==> config.mk <==
export PLATFORM = sky130hd
export DESIGN_NAME = frame_scanout
export DESIGN_NICKNAME = d
export VERILOG_FILES = /design/src/rtl/frame_scanout.sv
export SDC_FILE = /design/constraint.sdc
export NUM_CORES = 1
export LEC_CHECK = 0
export CORE_MARGIN = 2
export CORE_UTILIZATION = 35
export CTS_BUF_LIST = sky130_fd_sc_hd__clkbuf_16
export CTS_CLUSTER_DIAMETER = 120
export DETAILED_ROUTE_END_ITERATION = 8
export MAX_ROUTING_LAYER = met4
export PLACE_DENSITY = 0.6
export SYNTH_ARGS = -nofsm -noshare
export SYNTH_HDL_FRONTEND = slang
export SYNTH_SLANG_ARGS = --single-unit
==> constraint.sdc <==
create_clock -name clk -period 2.38 [get_ports clk]
set_clock_uncertainty 0.05 [all_clocks]
set_input_delay 0.238 -clock clk [delete_from_list [all_inputs] [get_ports clk]]
set_output_delay 0.238 -clock clk [all_outputs]
set_load 0.005 [all_outputs]
==> src/rtl/frame_scanout.sv <==
// Purpose: VGA-style raster timing plus 2x2-doubled scanout of a half-resolution framebuffer.
// Latency: RD_LAT+2 cycles from counter value to visible pixel; frame_start/line_count undelayed.
// Backpressure: none; pixel clock free-runs and the framebuffer read latency is fixed at RD_LAT.
module frame_scanout #(
  parameter int RD_LAT   = 2,
  parameter int H_ACTIVE = 1024,
  parameter int H_FP     = 24,
  parameter int H_SYNC   = 136,
  parameter int H_BP     = 160,
  parameter int V_ACTIVE = 768,
  parameter int V_FP     = 3,
  parameter int V_SYNC   = 6,
  parameter int V_BP     = 29
) (
  input  logic        clk,
  input  logic        rst_n,
  input  logic        enable,
  output logic [17:0] rd_addr,
  input  logic [15:0] rd_data,
  output logic [3:0]  vga_r,
  output logic [3:0]  vga_g,
  output logic [3:0]  vga_b,
  output logic        vga_hs_n,
  output logic        vga_vs_n,
  output logic        frame_start,
  output logic [9:0]  line_count
);

  localparam int H_TOTAL = H_ACTIVE + H_FP + H_SYNC + H_BP;
  localparam int V_TOTAL = V_ACTIVE + V_FP + V_SYNC + V_BP;
  localparam int DLY     = RD_LAT + 1;

  localparam logic [10:0] H_MAX  = 11'(H_TOTAL - 1);
  localparam logic [10:0] H_ACT  = 11'(H_ACTIVE);
  localparam logic [10:0] HS_BEG = 11'(H_ACTIVE + H_FP);
  localparam logic [10:0] HS_END = 11'(H_ACTIVE + H_FP + H_SYNC);
  localparam logic [9:0]  V_MAX  = 10'(V_TOTAL - 1);
  localparam logic [9:0]  V_ACT  = 10'(V_ACTIVE);
  localparam logic [9:0]  VS_BEG = 10'(V_ACTIVE + V_FP);
  localparam logic [9:0]  VS_END = 10'(V_ACTIVE + V_FP + V_SYNC);
  // Framebuffer row stride: one stored pixel per two displayed columns.
  localparam logic [17:0] FB_W   = 18'(H_ACTIVE / 2);

  logic [10:0] hc_q, hc_d;
  logic [9:0]  vc_q, vc_d;
  logic        active_c, hs_raw_c, vs_raw_c;
  logic [17:0] rd_addr_q, rd_addr_d;
  // Per stage: bit0 active, bit1 hsync, bit2 vsync (all active-high).
  logic [DLY-1:0][2:0] dly_q;
  logic [11:0] rgb_q, rgb_d;
  logic        hs_n_q, vs_n_q, fs_q;
  logic        pix_on_c;
  logic        unused_rd_hi;

  // Raster counter advance, timing decode and doubled-pixel address.
  always_comb begin
    hc_d      = (hc_q == H_MAX) ? 11'd0 : hc_q + 11'd1;
    vc_d      = vc_q;
    if (hc_q == H_MAX) begin
      vc_d = (vc_q == V_MAX) ? 10'd0 : vc_q + 10'd1;
    end
    active_c  = (hc_q < H_ACT) && (vc_q < V_ACT);
    hs_raw_c  = (hc_q >= HS_BEG) && (hc_q < HS_END);
    vs_raw_c  = (vc_q >= VS_BEG) && (vc_q < VS_END);
    rd_addr_d = 18'd0;
    if (active_c) begin
      rd_addr_d = 18'(vc_q[9:1]) * FB_W + 18'(hc_q[10:1]);
    end
  end

  // Output stage: enable is only looked at here, so timing never depends on it.
  always_comb begin
    pix_on_c = dly_q[DLY-1][0] && enable;
    rgb_d    = pix_on_c ? rd_data[11:0] : 12'h000;
  end

  assign unused_rd_hi = ^rd_data[15:12];

  // Raster counters, read address and one-cycle frame_start pulse.
  always_ff @(posedge clk or negedge rst_n) begin
    if (!rst_n) begin
      hc_q      <= 11'd0;
      vc_q      <= 10'd0;
      rd_addr_q <= 18'd0;
      fs_q      <= 1'b0;
    end else begin
      hc_q      <= hc_d;
      vc_q      <= vc_d;
      rd_addr_q <= rd_addr_d;
      fs_q      <= (hc_q == 11'd0) && (vc_q == 10'd0);
    end
  end

  // Delay active/syncs so they meet the read data issued for the same counter value.
  always_ff @(posedge clk or negedge rst_n) begin
    if (!rst_n) begin
      dly_q <= '0;
    end else begin
      dly_q[0] <= {vs_raw_c, hs_raw_c, active_c};
      for (int i = 1; i < DLY; i++) begin
        dly_q[i] <= dly_q[i-1];
      end
    end
  end

  // Colour and sync output registers, updated every clock.
  always_ff @(posedge clk or negedge rst_n) begin
    if (!rst_n) begin
      rgb_q  <= 12'h000;
      hs_n_q <= 1'b1;
      vs_n_q <= 1'b1;
    end else begin
      rgb_q  <= rgb_d;
      hs_n_q <= ~dly_q[DLY-1][1];
      vs_n_q <= ~dly_q[DLY-1][2];
    end
  end

  assign rd_addr     = rd_addr_q;
  assign vga_r       = rgb_q[11:8];
  assign vga_g       = rgb_q[7:4];
  assign vga_b       = rgb_q[3:0];
  assign vga_hs_n    = hs_n_q;
  assign vga_vs_n    = vs_n_q;
  assign frame_start = fs_q;
  assign line_count  = vc_q;

endmodule

==> results_dict.tcl, run 1 <==
set metrics [dict create \
    status "completed" \
    grt_pass1_wl_um 8990 \
    arrival_ns 2.11 \
    vias 1883 \
    start_util 0.364 \
    hold_ws_ns 0.0288 \
    num_rows 31 \
    die_h_um 91.3 \
    relSlewSlack 0.493 \
    numPortBuffers 57 \
    seqCellArea_um2 1580 \
    fillers 687 \
    cts_root_buf "clkbuf_16" \
    multiInputGateArea_um2 987 \
    synth_cell_types 46 \
    place_congestion 0.752 \
    met3_usage 0.0307 \
    drc 0 \
    cp_max_fo 8 \
    final-hold-violation-count 0 \
    cts_max_level 3 \
    tightest_slew_ns 0.761 \
    grt_pass1_vias 1847 \
    synth_edf_count 0 \
    stdcell_area_um2 3580 \
    placed_cell_area_um2 3300 \
    cts_num_sinks 63 \
    mostFrequentLayoutCells "dfrtp_1, clkdlybuf4s50_1, and3_1" \
    clockBufferDepth 2 \
    antenna_found_initial 0 \
    power.density_nw_per_um2 662 \
    clk_latency_ns 0.32 \
    fin_setup_tns_ns 0 \
    ir_drop_mv 0.395 \
    drv_cap 0 \
    period_minus_slack_ns 1.97 \
    use_met1 0.185 \
    drtIter0Drc 82 \
    synth_area_per_cell_um2 11.5 \
    die_area_um2 8340 \
    slew_viol_final 0 \
    die_w_um 91.3 \
    routed_wl_um 5300 \
    min_period_over_period 0.827 \
    fmax_mhz 508 \
    antenna_cells 0 \
    cts_tree "done" \
    dp_cells 375 \
    worst_setup_path_end_kind "register" \
    dp_hpwl_um 3580 \
    cts_resized 0 \
    cts_hold_buf 0 \
    first_pass_iters 4 \
    grt_max_degree 64 \
    via_per_inst 4.83 \
    synth-seq-cells 63 \
    synthArstFlopShare 1.00 \
    syn-instance-count 232 \
    use_met2 0.204 \
    rsz0062_at_grt "false" \
    finalNonFillerCells 390 \
    clk_pin_slew_ns 0.05 \
    numCtsBuffers 9 \
    synth_ff_type "dfrtp_1" \
    grt_usage 0.142 \
    seq_area_frac_synth 0.591 \
    top_usage_layer "met2" \
    critPathRequiredTime_ns 2.52 \
    syn_nets 259 \
    cts_setup_buffers 0 \
    io_pins 62 \
    fin_nets 314 \
    yosys_warnings 0 \
    syn2layout_area_growth_pct 34.0 \
    wl_per_cell_um 13.6 \
    setup_viol 0 \
    final_util 0.488 \
    fp.coreArea_um2 7330 \
    min_path_type "in -> async" \
    drive_gt1_frac 0.0997 \
    ant_nets 0 \
    grt.overflow.total 0 \
    final_common_cell "dfrtp_1" \
    p_leak_nw 1.57 \
    startpoint_type "register" \
    path_class "reg -> reg" \
    syn_area_um2 2670 \
]
-- routing by layer --
layer,up-vias,wire length [µm]
met2,62,2440
met5,-,0
met1,893,2490
met3,10,251
li1,918,-
met4,0,117
-- cell usage after synthesis, types with 2 or more instances --
library cell / n / area, µm²
dfrtp_1: 61 / 1530
and3_1: 18 / 113
nand3_1: 15 / 75.1
nor2_1: 15 / 56.3
and2_1: 10 / 62.6
clkbuf_1: 8 / 30.0
ha_1: 8 / 100
nand2_1: 8 / 30.0
xnor2_1: 8 / 70.1
a21oi_1: 7 / 35.0
nand4_1: 7 / 43.8
inv_1: 6 / 22.5
o21ai_1: 6 / 30.0
xor2_1: 6 / 52.6
nor3_1: 4 / 20.0
buf_4: 3 / 22.5
mux2i_1: 3 / 30.0
nor4_1: 3 / 18.8
a31oi_1: 2 / 12.5
and2_2: 2 / 15.0
and4_1: 2 / 17.5
buf_2: 2 / 10.0
dfstp_2: 2 / 52.6
o21ai_0: 2 / 10.0
or3_1: 2 / 12.5
or4_1: 2 / 15.0
-- worst max-delay path: stages (launching register included) --
cell	delay, ns
dfrtp_1	0.39
ha_1	0.27
nand3_4	0.14
or4_1	0.72
a21oi_1	0.19
mux2i_1	0.09
-- report_power, final --
part | internal [mW] | switching, mW | leakage [nW] | total [mW]
clock | 0.791 | 0.421 | 0.140 | 1.21
combinational | 0.0421 | 0.0307 | 0.610 | 0.0728
sequential | 1.08 | 0.00216 | 0.820 | 1.09
-- final cells by class --
cell class              instances  share of cell area
flip-flops and latches         63               0.441
multi-input cells             147               0.276
repair buffers                 59               0.162
clock buffers                   9              0.0630
well taps                      99              0.0346
clock inverters                 6              0.0154
inverters                       7             0.00735
-- cells by family after synthesis --
| logic type | synth area share |
|---|---|
| AOI/OAI and AO/OA | 0.0445 |
| xor gates and xnor gates | 0.0459 |
| adders and majority gates | 0.0375 |
| buffers and inverters | 0.0389 |
| DFF | 0.591 |
| muxes | 0.0112 |
| and+or+nand+nor | 0.231 |
-- worst paths after layout --
check / end / from / slack [ns] / depth (start not counted)
setup / recovery: line_count[8]$_DFFE_PN0N_ / hc_q[0]$_DFF_PN0_ / 0.41 / 5
hold / removal: dly_q[7]$_DFF_PN0_ / rst_n / 0.03 / 2
setup reg to reg: line_count[8]$_DFFE_PN0N_ / hc_q[0]$_DFF_PN0_ / 0.41 / 5
hold reg to reg: dly_q[8]$_DFF_PN0_ / dly_q[5]$_DFF_PN0_ / 0.29 / 0
max in group asynchronous: line_count[9]$_DFFE_PN0N_ / rst_n / 1.75 / 2
min in group clk: dly_q[8]$_DFF_PN0_ / dly_q[5]$_DFF_PN0_ / 0.29 / 0
-- metrics by stage --
stage	total power [mW]	setup slack [ns]
after floorplan	1.11	0.649
after global placement	1.18	0.450
after detailed placement	1.18	0.429
after CTS	2.41	0.424
after global routing	2.46	0.297
final	2.37	0.413
-- sequential cells by signal, indices dropped and copies added, names as in the netlist --
signal       cells
vga_vs_n         1
rgb_q           12
frame_start      1
hc_q            11
rd_addr         18
line_count      10
dly_q            9
vga_hs_n         1
(Power assumes the default switching activity.)
==> inputs of run 2 (changes only) <==
- clock period: 2.38 -> 1.83 ns (I/O delays scaled with it)
==> run 2 against run 1 <==
Effect of this change:
- combinational power grew 37%
- global-route usage grew 0.63 points
- first-iteration DRC count grew 2.4%
- wire length grew 3.2%
- clock power grew 30%
- utilization grew 2.2 points
- register-to-register slack lost 0.24 ns
- cell area grew 4.6%
- non-clock buffer count grew 17
- largest power group unchanged
==> results_dict.tcl, run 2 (synthesis gave the netlist of run 1 again) <==
set metrics [dict create \
    vias 1950 \
    fmax_mhz 595 \
    grt_usage 0.148 \
    clockBufferDepth 2 \
    rsz0062_at_grt "false" \
    grt_pass1_wl_um 9500 \
    antenna_found_initial 0 \
    path_cells "clkdlybuf4s50_1" \
    die_w_um 91.3 \
    syn2layout_area_growth_pct 40.1 \
    crit_family "buffers and inverters" \
    drv_cap 0 \
    mostFrequentLayoutCells "dfrtp_1, clkdlybuf4s50_1, and3_1" \
    tightest_slew_ns 0.519 \
    min_period_over_period 0.918 \
    numCtsBuffers 9 \
    slew_viol_final 0 \
    numPortBuffers 57 \
    clk_latency_ns 0.32 \
    cts_max_level 3 \
    largest_reg_flops 18 \
    power.density_nw_per_um2 825 \
    relSlewSlack 0.645 \
    drc 0 \
    cp_max_fo 10 \
    final_common_cell "dfrtp_1" \
    crit_buf_inv 1 \
    num_rows 31 \
    dp_hpwl_um 3770 \
    ant_nets 0 \
    die_area_um2 8340 \
    worst_setup_path_end_kind "primary output" \
    ir_drop_mv 0.441 \
    routed_wl_um 5470 \
    cts_root_buf "clkbuf_16" \
    min_path_type "reg -> reg" \
    hold_ws_ns 0.295 \
    grt.overflow.total 0 \
    setup_viol 0 \
    grt_pass1_vias 2006 \
    fp.coreArea_um2 7330 \
    fin_nets 331 \
    die_h_um 91.3 \
    wl_per_cell_um 13.4 \
    slowest_delay_ns 0.57 \
    grt_max_degree 64 \
    start_util 0.364 \
    io_pins 62 \
    first_pass_iters 4 \
    use_met2 0.225 \
    final-hold-violation-count 0 \
    clk_pin_slew_ns 0.05 \
    top_usage_layer "met2" \
    cts_num_sinks 63 \
    met3_usage 0.0266 \
    use_met1 0.188 \
    period_minus_slack_ns 1.68 \
    path_class "reg -> out" \
    slowest_stage "clkdlybuf4s50_1" \
    p_leak_nw 1.66 \
    cts_tree "done" \
    drive_gt1_frac 0.152 \
    via_per_inst 4.78 \
    drtIter0Drc 84 \
    arrival_ns 1.45 \
    antenna_cells 0 \
    startpoint_type "register" \
    status "completed" \
    place_congestion 0.764 \
    critPathRequiredTime_ns 1.60 \
    fin_setup_tns_ns 0 \
]
-- run 2: cell types whose count changed in the layout (fill, tap and decap cells not counted), sizes merged --
cell | before | now
buf | 3 | 19
dlygate4sd3 | 0 | 1
inv | 8 | 9
-- run 2: cell type report --
cell class / instances / area [µm²]
Multi-Input combinational cell: 147 / 991
Sequential cell: 63 / 1580
Clock buffer: 9 / 225
Timing Repair Buffer: 76 / 736
Clock inverter: 7 / 57.6
Tap cell: 99 / 124
Fill cell: 628 / 3590
Inverter: 7 / 26.3
-- run 2: report_power, final --
group | leakage (nW) | total, mW | internal, mW | switching (mW)
sequential | 0.817 | 1.41 | 1.41 | 0.00298
combinational | 0.704 | 0.100 | 0.0593 | 0.0408
clock | 0.143 | 1.57 | 1.03 | 0.544
total | 1.66 | 3.08 | 2.50 | 0.588
-- run 2: path summary, 6_finish.rpt --
check | startpoint | to | slack (ns) | cells past startpoint
hold reg to reg | dly_q[1]$_DFF_PN0_ | dly_q[4]$_DFF_PN0_ | 0.29 | 0
setup / recovery | line_count[6]$_DFFE_PN0N_ | line_count[6] | 0.15 | 1
max in group asynchronous | rst_n | vga_vs_n$_DFF_PN1_ | 1.07 | 3
min in group asynchronous | rst_n | dly_q[7]$_DFF_PN0_ | 0.35 | 3
hold / removal | dly_q[1]$_DFF_PN0_ | dly_q[4]$_DFF_PN0_ | 0.29 | 0
setup reg to reg | hc_q[0]$_DFF_PN0_ | line_count[8]$_DFFE_PN0N_ | 0.17 | 5
-- run 2: stage by stage --
step	util	total power [mW]	area, µm²	cells	worst slack [ns]
global route	0.510	3.22	3740	408	0.0479
CTS	0.509	3.14	3730	408	0.0227
detailed placement	0.470	1.54	3440	391	0.0367
global placement	0.470	1.54	3440	391	0.0650
floorplan	-	1.45	2670	232	0.0989
finish	0.510	3.08	3740	408	0.150
-- run 2: metal layers --
layer / part of all wire / vias up
li1: - / 950
met1: 0.47 / 938
met2: 0.47 / 53
met3: 0.040 / 9
met4: 0.017 / 0
met5: 0 / -
-- run 2: timing repair --
item	in CTS	in global routing
hold buffers	1	0
setup buffers	0	0
setup endpoints to repair	0	8
gates resized for setup	0	3
hold endpoints to repair	61	0
==> inputs of run 3 (changes only) <==
- CORE_ASPECT_RATIO: not set -> 1.75
- CTS_BUF_LIST: sky130_fd_sc_hd__clkbuf_16 -> sky130_fd_sc_hd__clkbuf_4 sky130_fd_sc_hd__clkbuf_8
==> run 3 against run 2 <==
Effect of this change:
- via count increased by 1.7%
- cell count decreased by 0.74%
- register-to-register slack got worse by 0.05 ns
- setup slack got worse by 0.033 ns
- critical endpoint is now line_count[4]$_DFFE_PN0N_
- count of clock-buffer cells in the layout unchanged
==> results_dict.tcl, run 3 (synthesis gave the netlist of run 1 again) <==
set metrics [dict create \
    antenna_found_initial 0 \
    crit_family "simple AND/OR/NAND/NOR gates" \
    slowest_delay_ns 0.36 \
    cts_root_buf "clkbuf_8" \
    clk_latency_ns 0.34 \
    fmax_mhz 584 \
    dp_hpwl_um 4150 \
    grt.overflow.total 0 \
    arrival_ns 1.89 \
    final-hold-violation-count 0 \
    fp.coreArea_um2 7460 \
    io_pins 62 \
    relSlewSlack 0.608 \
    setup_viol 0 \
    die_area_um2 8370 \
    final_common_cell "dfrtp_1" \
    first_pass_iters 4 \
    wl_per_cell_um 13.9 \
    die_w_um 70.0 \
    start_util 0.358 \
    mostFrequentLayoutCells "dfrtp_1, clkdlybuf4s50_1, buf_4" \
    cts_max_level 3 \
    p_leak_nw 1.65 \
    drtIter0Drc 117 \
    worst_setup_path_end_kind "register" \
    vias 1983 \
    syn2layout_area_growth_pct 37.3 \
    ir_drop_mv 0.448 \
    slew_viol_final 0 \
    critPathRequiredTime_ns 2.01 \
    path_cells "ha_1, nand3_4, buf_4, nor4_4, buf_4, nand4_1, xnor2_1" \
    numPortBuffers 57 \
    clockBufferDepth 2 \
    grt_pass1_vias 2008 \
    die_h_um 120 \
    crit_buf_inv 2 \
    drive_gt1_frac 0.183 \
    grt_max_degree 30 \
    slowest_stage "dfrtp_1" \
    numCtsBuffers 9 \
    placed_cell_area_um2 3490 \
    r2r-end "line_count[4]$_DFFE_PN0N_" \
    period_minus_slack_ns 1.71 \
    fin_nets 339 \
    cp_max_fo 9 \
    antenna_cells 0 \
    min_path_type "in -> async" \
    power.density_nw_per_um2 690 \
    routed_wl_um 5630 \
    rsz0062_at_grt "false" \
    path_class "reg -> reg" \
    grt_pass1_wl_um 9550 \
    drv_cap 0 \
    clk_pin_slew_ns 0.07 \
    cts_setup_buffers 0 \
    largest_reg_flops 18 \
    num_rows 42 \
    rr_startpoint "hc_q[0]$_DFF_PN0_" \
    path_common_cell "buf_4" \
    drc 0 \
    cts_tree "done" \
    grt_usage 0.151 \
    ff2ff_path_depth 7 \
    tightest_slew_ns 0.582 \
    stdcell_area_um2 3670 \
    fin_setup_tns_ns 0 \
    cts_num_sinks 63 \
    via_per_inst 4.90 \
    status "completed" \
    place_congestion 0.846 \
    startpoint_type "register" \
    min_period_over_period 0.936 \
    reg2reg_slack_ns 0.12 \
    ant_nets 0 \
]
-- run 3: cell types whose count changed in the layout (fill, tap and decap cells not counted), moves of 2 or more --
cell and change:
buf_4 +8, clkbuf_16 -9, clkbuf_8 +9, clkinv_1 -2
clkinv_2 +4, inv_1 -2
-- run 3: worst register-to-register path: stages, from the launching register on --
cell and delay, ns:
dfrtp_1 0.36, ha_1 0.22, nand3_4 0.09, buf_4 0.15
nor4_4 0.25, buf_4 0.21, nand4_1 0.12, xnor2_1 0.15
-- run 3: area by class of cell --
class                           instances  area [µm²]
Multi-Input combinational cell        147         991
Tap cell                               88         110
Clock buffer                            9         124
Sequential cell                        63        1580
Clock inverter                          7        40.0
Timing Repair Buffer                   84         796
Inverter                                7        26.3
Fill cell                             742        3790
-- run 3: power by group --
group | switching [mW] | total [mW] | internal (mW)
Combinational | 0.0428 | 0.106 | 0.0633
Clock | 0.538 | 1.02 | 0.477
Sequential | 0.00307 | 1.41 | 1.41
-- run 3: metrics by stage --
step	power [mW]	util	std cells	hold WS (ns)	worst slack (ns)
CTS	2.58	0.491	405	0.248	0.00198
global placement	1.54	0.467	388	0.0930	0.0586
detailed placement	1.54	0.467	388	0.0937	0.0281
global route	2.64	0.491	405	0.285	0.00405
floorplan	1.45	-	232	-0.163	0.0989
finish	2.53	0.491	405	0.255	0.118
-- run 3: worst max path at each step --
stage,from,endpoint,slack [ns],cells after the start
global route,hc_q[0]$_DFF_PN0_,line_count[1]$_DFFE_PN0N_,0.004,8
global placement,hc_q[9]$_DFF_PN0_,line_count[5]$_DFFE_PN0N_,0.06,4
floorplan,hc_q[0]$_DFF_PN0_,line_count[3]$_DFFE_PN0N_,0.1,6
CTS,hc_q[0]$_DFF_PN0_,line_count[5]$_DFFE_PN0N_,0.002,5
finish,hc_q[0]$_DFF_PN0_,line_count[4]$_DFFE_PN0N_,0.12,7
detailed placement,hc_q[0]$_DFF_PN0_,line_count[5]$_DFFE_PN0N_,0.03,5
-- run 3: per-layer routing --
layer	vias up	global-route usage	routed length, µm
met5	-	-	0
met4	0	0.0841	149
met3	10	0.0403	308
met2	64	0.243	2950
met1	942	0.169	2220
li1	967	-	-
-- run 3: timing repair --
item,4_1_cts,5_1_grt
endpoints found under the hold margin,14,0
gates resized for setup,1,1
hold buffers,1,0
endpoints found under the setup margin,1,5
gates cloned,0,0
